### config.mk
export PLATFORM = sky130hd
export DESIGN_NAME = clk_gate_ctrl
export DESIGN_NICKNAME = d
export VERILOG_FILES = /design/src/rtl/clk_gate_pkg.sv /design/src/rtl/clk_gate_ctrl.sv
export SDC_FILE = /design/constraint.sdc
export NUM_CORES = 1
export LEC_CHECK = 0
export ABC_AREA = 1
export CORE_AREA = 2 2 39 41
export CTS_CLUSTER_DIAMETER = 200
export DETAILED_ROUTE_END_ITERATION = 7
export DIE_AREA = 0 0 41 43
export GPL_TIMING_DRIVEN = 0
export HOLD_SLACK_MARGIN = 0.06
export PLACE_DENSITY = 0.72
export SETUP_SLACK_MARGIN = 0.2
export SLEW_MARGIN = 10
export SYNTH_ARGS = -nofsm -noshare
export SYNTH_HDL_FRONTEND = slang
export SYNTH_SLANG_ARGS = --single-unit
### constraint.sdc
create_clock -name clk -period 2.48 [get_ports clk]
set_input_delay 0.496 -clock clk [delete_from_list [all_inputs] [get_ports clk]]
set_output_delay 0.496 -clock clk [all_outputs]
set_load 0.02 [all_outputs]
### src/rtl/clk_gate_pkg.sv
// Shared types and sizing helpers for the clock-gate enable controller.
package clk_gate_pkg;

   typedef enum logic [1:0] {
      ST_RUN   = 2'd0,
      ST_DRAIN = 2'd1,
      ST_OFF   = 2'd2,
      ST_WAKE  = 2'd3
   } state_e;

   // Width that holds every value up to the larger of the two intervals.
   function automatic int cnt_width(input int idle_cycles, input int wake_cycles);
      int max_cycles;
      max_cycles = (idle_cycles > wake_cycles) ? idle_cycles : wake_cycles;
      return $clog2(max_cycles + 1);
   endfunction

endpackage : clk_gate_pkg

### src/rtl/clk_gate_ctrl.sv
// Idle-detecting controller that drives the enable of the clock-gating cell,
// with a sleep handshake toward the gated domain and a settle interval on wake.
module clk_gate_ctrl
   import clk_gate_pkg::*;
#(
   parameter int IDLE_CYCLES = 16,
   parameter int WAKE_CYCLES = 2
) (
   input  logic       clk,
   input  logic       rst,
   input  logic       busy_i,
   input  logic       req_i,
   input  logic       force_on_i,
   input  logic       sleep_ack_i,
   output logic       gate_en_o,
   output logic       sleep_req_o,
   output logic       ready_o,
   output logic [1:0] state_o
);

   localparam int CNT_W = cnt_width(IDLE_CYCLES, WAKE_CYCLES);
   localparam logic [CNT_W-1:0] IDLE_LAST = CNT_W'(IDLE_CYCLES - 1);
   localparam logic [CNT_W-1:0] WAKE_LAST = CNT_W'(WAKE_CYCLES - 1);

   state_e           state_q, state_d;
   logic [CNT_W-1:0] cnt_q, cnt_d;
   logic             gate_en_q, gate_en_d;
   logic             ready_q, ready_d;
   logic             sleep_req_q, sleep_req_d;

   logic idle;
   logic wake_cond;

   assign idle      = ~(busy_i | req_i | force_on_i);
   assign wake_cond = req_i | force_on_i;

   // NOTE: every always_comb output gets a default first so no path infers a latch.
   always_comb begin
      state_d = state_q;
      cnt_d   = cnt_q;

      unique case (state_q)
         ST_RUN: begin
            if (!idle) begin
               cnt_d = '0;
            end else if (cnt_q == IDLE_LAST) begin
               state_d = ST_DRAIN;
               cnt_d   = '0;
            end else begin
               cnt_d = cnt_q + CNT_W'(1);
            end
         end
         ST_DRAIN: begin
            if (wake_cond) begin
               state_d = ST_RUN;
            end else if (sleep_ack_i) begin
               state_d = ST_OFF;
            end
         end
         ST_OFF: begin
            if (wake_cond) begin
               state_d = ST_WAKE;
               cnt_d   = '0;
            end
         end
         ST_WAKE: begin
            if (cnt_q == WAKE_LAST) begin
               state_d = ST_RUN;
               cnt_d   = '0;
            end else begin
               cnt_d = cnt_q + CNT_W'(1);
            end
         end
         default: begin
            state_d = ST_RUN;
            cnt_d   = '0;
         end
      endcase

      // Outputs are decoded from the next state so each lands in its own flop;
      // the gating latch then only ever sees a clean registered enable.
      gate_en_d   = (state_d != ST_OFF);
      ready_d     = (state_d == ST_RUN);
      sleep_req_d = (state_d == ST_DRAIN);
   end

   // NOTE: sequential state uses non-blocking assignments so all flops update together.
   always_ff @(posedge clk) begin
      if (rst) begin
         state_q     <= ST_RUN;
         cnt_q       <= '0;
         gate_en_q   <= 1'b1;
         ready_q     <= 1'b1;
         sleep_req_q <= 1'b0;
      end else begin
         state_q     <= state_d;
         cnt_q       <= cnt_d;
         gate_en_q   <= gate_en_d;
         ready_q     <= ready_d;
         sleep_req_q <= sleep_req_d;
      end
   end

   assign gate_en_o   = gate_en_q;
   assign ready_o     = ready_q;
   assign sleep_req_o = sleep_req_q;
   assign state_o     = state_q;

endmodule : clk_gate_ctrl

==> metrics.md <==
| Metric | Value |
|---|---|
| Initial Util | `about 43%` |
| H-tree Lvls | `1` |
| Slew @ Worst Pin | `approximately 240 ps` |
| Largest fanout on the critical path | `6` |
| Core area | `roughly 0.0014 mm²` |
| Multi-input logic area | `325 µm²` |
| Status | `complete, no violations` |
| Max frequency | `~540 MHz` |
| Vias per cell | `4.63` |
| Synthesized area | `589 µm²` |
| HPWL after detailed placement | `776 µm` |
| IO Pins | `11` |
| Die W | `approximately 40 µm` |
| Placer Congestion | `around 0.77` |
| Total Wirelength | `between 1 and 1.5 mm` |
| Syn. warnings | `0` |
| Total power | `354 µW` |
| Layout Area Growth over Synthesis | `26.5%` |
| Critical Path AT | `1370 ps` |
| Final Cycle Share | `75.1%` |
| Post-layout util | `53.9%` |
| GRT Residual Overflow | `0` |
| Gr usage total | `roughly 16%` |
| Die area | `0.00176 mm²` |
| Drt first-iter violations | `10` |
| Setup violators final | `0` |
| Maxcap violations | `0` |
| Critical path's top delay family | `buffers and inverters` |
| Vias in the first global route | `approximately 450` |
| IO buf count | `10` |
| Routed len/inst | `9.09 µm` |
| N_diodes | `0` |
| Flops & latches, synth | `10` |
| Sequential area share after synthesis | `around 34%` |
| Worst path max stage delay | `650 ps` |
| First-pass GRT wire length | `1.84 mm` |
| CTS tree | `done` |
| Fin Setup TNS | `0 ps` |
| Critical Path RT | `1980 ps` |
| Pin count of the biggest net entering global routing | `8` |
| Clock sink count | `10` |
| Crit end category | `output pin` |
| Worst Skew | `1.70 ps` |
| Final Hold Vio Count | `0` |
| Drt drc | `0` |
| Die height | `approximately 43 µm` |
| Crit path kind | `reg -> out` |
| Num rows | `14` |
| Post-CTS Resized | `0` |
| # fillers | `150` |
| Clock buffer count from CTS | `3` |
| # Post-CTS Setup Buffers | `0` |
| Clock buffer depth | `2` |
| Mapped Nets | `93` |
| Commonest non-fill, non-tap cells in the layout | `nand2_1 (16), inv_1 (12), nor2_1 (12)` |
| Clock-pin slew on the worst setup and hold paths | `70 ps` |
| Nets@finish | `108` |
| Commonest non-fill, non-tap cell in the layout | `nand2_1` |
| Synth unique cells | `19` |
| Max-slew violations | `0` |
| Worst-path cell chain | `clkdlybuf4s50_1` |
| Lkg Pwr | `0.000334 µW` |
| Hold WC Path Type | `reg -> reg` |
| Cts hold-fix bufs | `0` |
| TritonRoute pass-1 iters | `4` |
| Initial antenna violation count | `0` |
| ANT nets after route | `0` |
| Cells after Synth | `83` |
| Synth Area per Inst | `7.10 µm²` |
| Relative slew slack | `84.3%` |
| Root buffer cell | `clkbuf_4` |
| Share of cells above drive strength 1 | `21.6%` |
| Crit path buffers/inverters | `1` |
| Final min period | `between 1500 and 2000 ps` |
| RSZ-0062 raised after global routing | `false` |
| Reg area | `200 µm²` |
| Power density cells | `475 mW/mm²` |
| Slowest CP cell | `clkdlybuf4s50_1` |
| Clk_lat worst skew | `270 ps` |
| Critical Path Start Type | `flop` |
| VDD IR max | `283 µV` |
| Via count | `523` |
-- metrics by stage --
step,cell area [µm²],hold slack (ps),worst slack [ps],instances
after floorplan,589,479,1140,83
after global placement,709,503,823,109
after detailed placement,709,509,815,109
after CTS,746,518,589,113
after global routing,746,538,545,113
final,746,522,617,113
-- final timing paths --
path                            startpoint          to  slack [ps]  cells after the start
worst min register to register    cnt_q[1]    cnt_q[1]         520                      2
worst min-delay path              cnt_q[1]    cnt_q[1]         520                      2
worst max-delay path            state_o[1]  state_o[1]         620                      1
worst max register to register    cnt_q[0]    cnt_q[2]         940                      8
-- state kept, by name, indices dropped and copies added (netlist names) --
register	count
sleep_req_o	1
cnt_q	5
ready_o	1
state_o	2
gate_en_o	1
-- final cells by class --
type                       count  area share [%]
clock buffer                   4            4.87
sequential                    10            26.8
multi-input combinational     56            43.6
timing repair buffer          10            13.4
inverter                      17            8.56
tap                           16            2.68
-- layer usage --
layer	up-vias	GRT usage [%]	routed length, µm
met5	-	0	0
met2	12	19.7	433
met1	224	21.2	479
li1	282	-	-
met3	5	7.85	78
met4	0	12.0	36
-- synth_stat cells --
master     n  share of area [%]
a21oi_1    2                1.7
a21oi_2    2                3.0
dfxtp_1   10                 34
ha_1       4                8.5
inv_1     12                7.6
inv_2      5                3.2
nand2_1   16                 10
nand2_2    2                2.1
nand2_4    1                1.9
nand3_1    4                3.4
nand3_2    2                3.4
nand3b_1   1                1.3
nand4_1    2                2.1
nor2_1    12                7.6
nor2_2     2                2.1
nor2_4     2                3.8
o21ai_0    2                1.7
o21ai_1    1               0.85
o21ai_2    1                1.5
-- power breakdown --
| part | internal [µW] | leakage (µW) | switching, µW |
|---|---|---|---|
| Sequential | 164 | 0.0000810 | 3.04 |
| Clock | 89.3 | 0.0000210 | 60.5 |
| Combinational | 17.6 | 0.000232 | 20.1 |
-- kinds of logic (layout without fill, tap and decap cells) --
| kind of cell | after synthesis | count (layout) | share of synthesized area, % |
|---|---|---|---|
| buffers and inverters | 17 | 31 | 10.8 |
| flip-flops | 10 | 10 | 34.0 |
| adder cells (fa/ha/maj) | 4 | 4 | 8.49 |
| AO/OA/AOI/OAI | 8 | 8 | 8.71 |
| AND/OR/NAND/NOR | 44 | 44 | 38.0 |
Note: power is estimated with default switching activity, not from simulation.
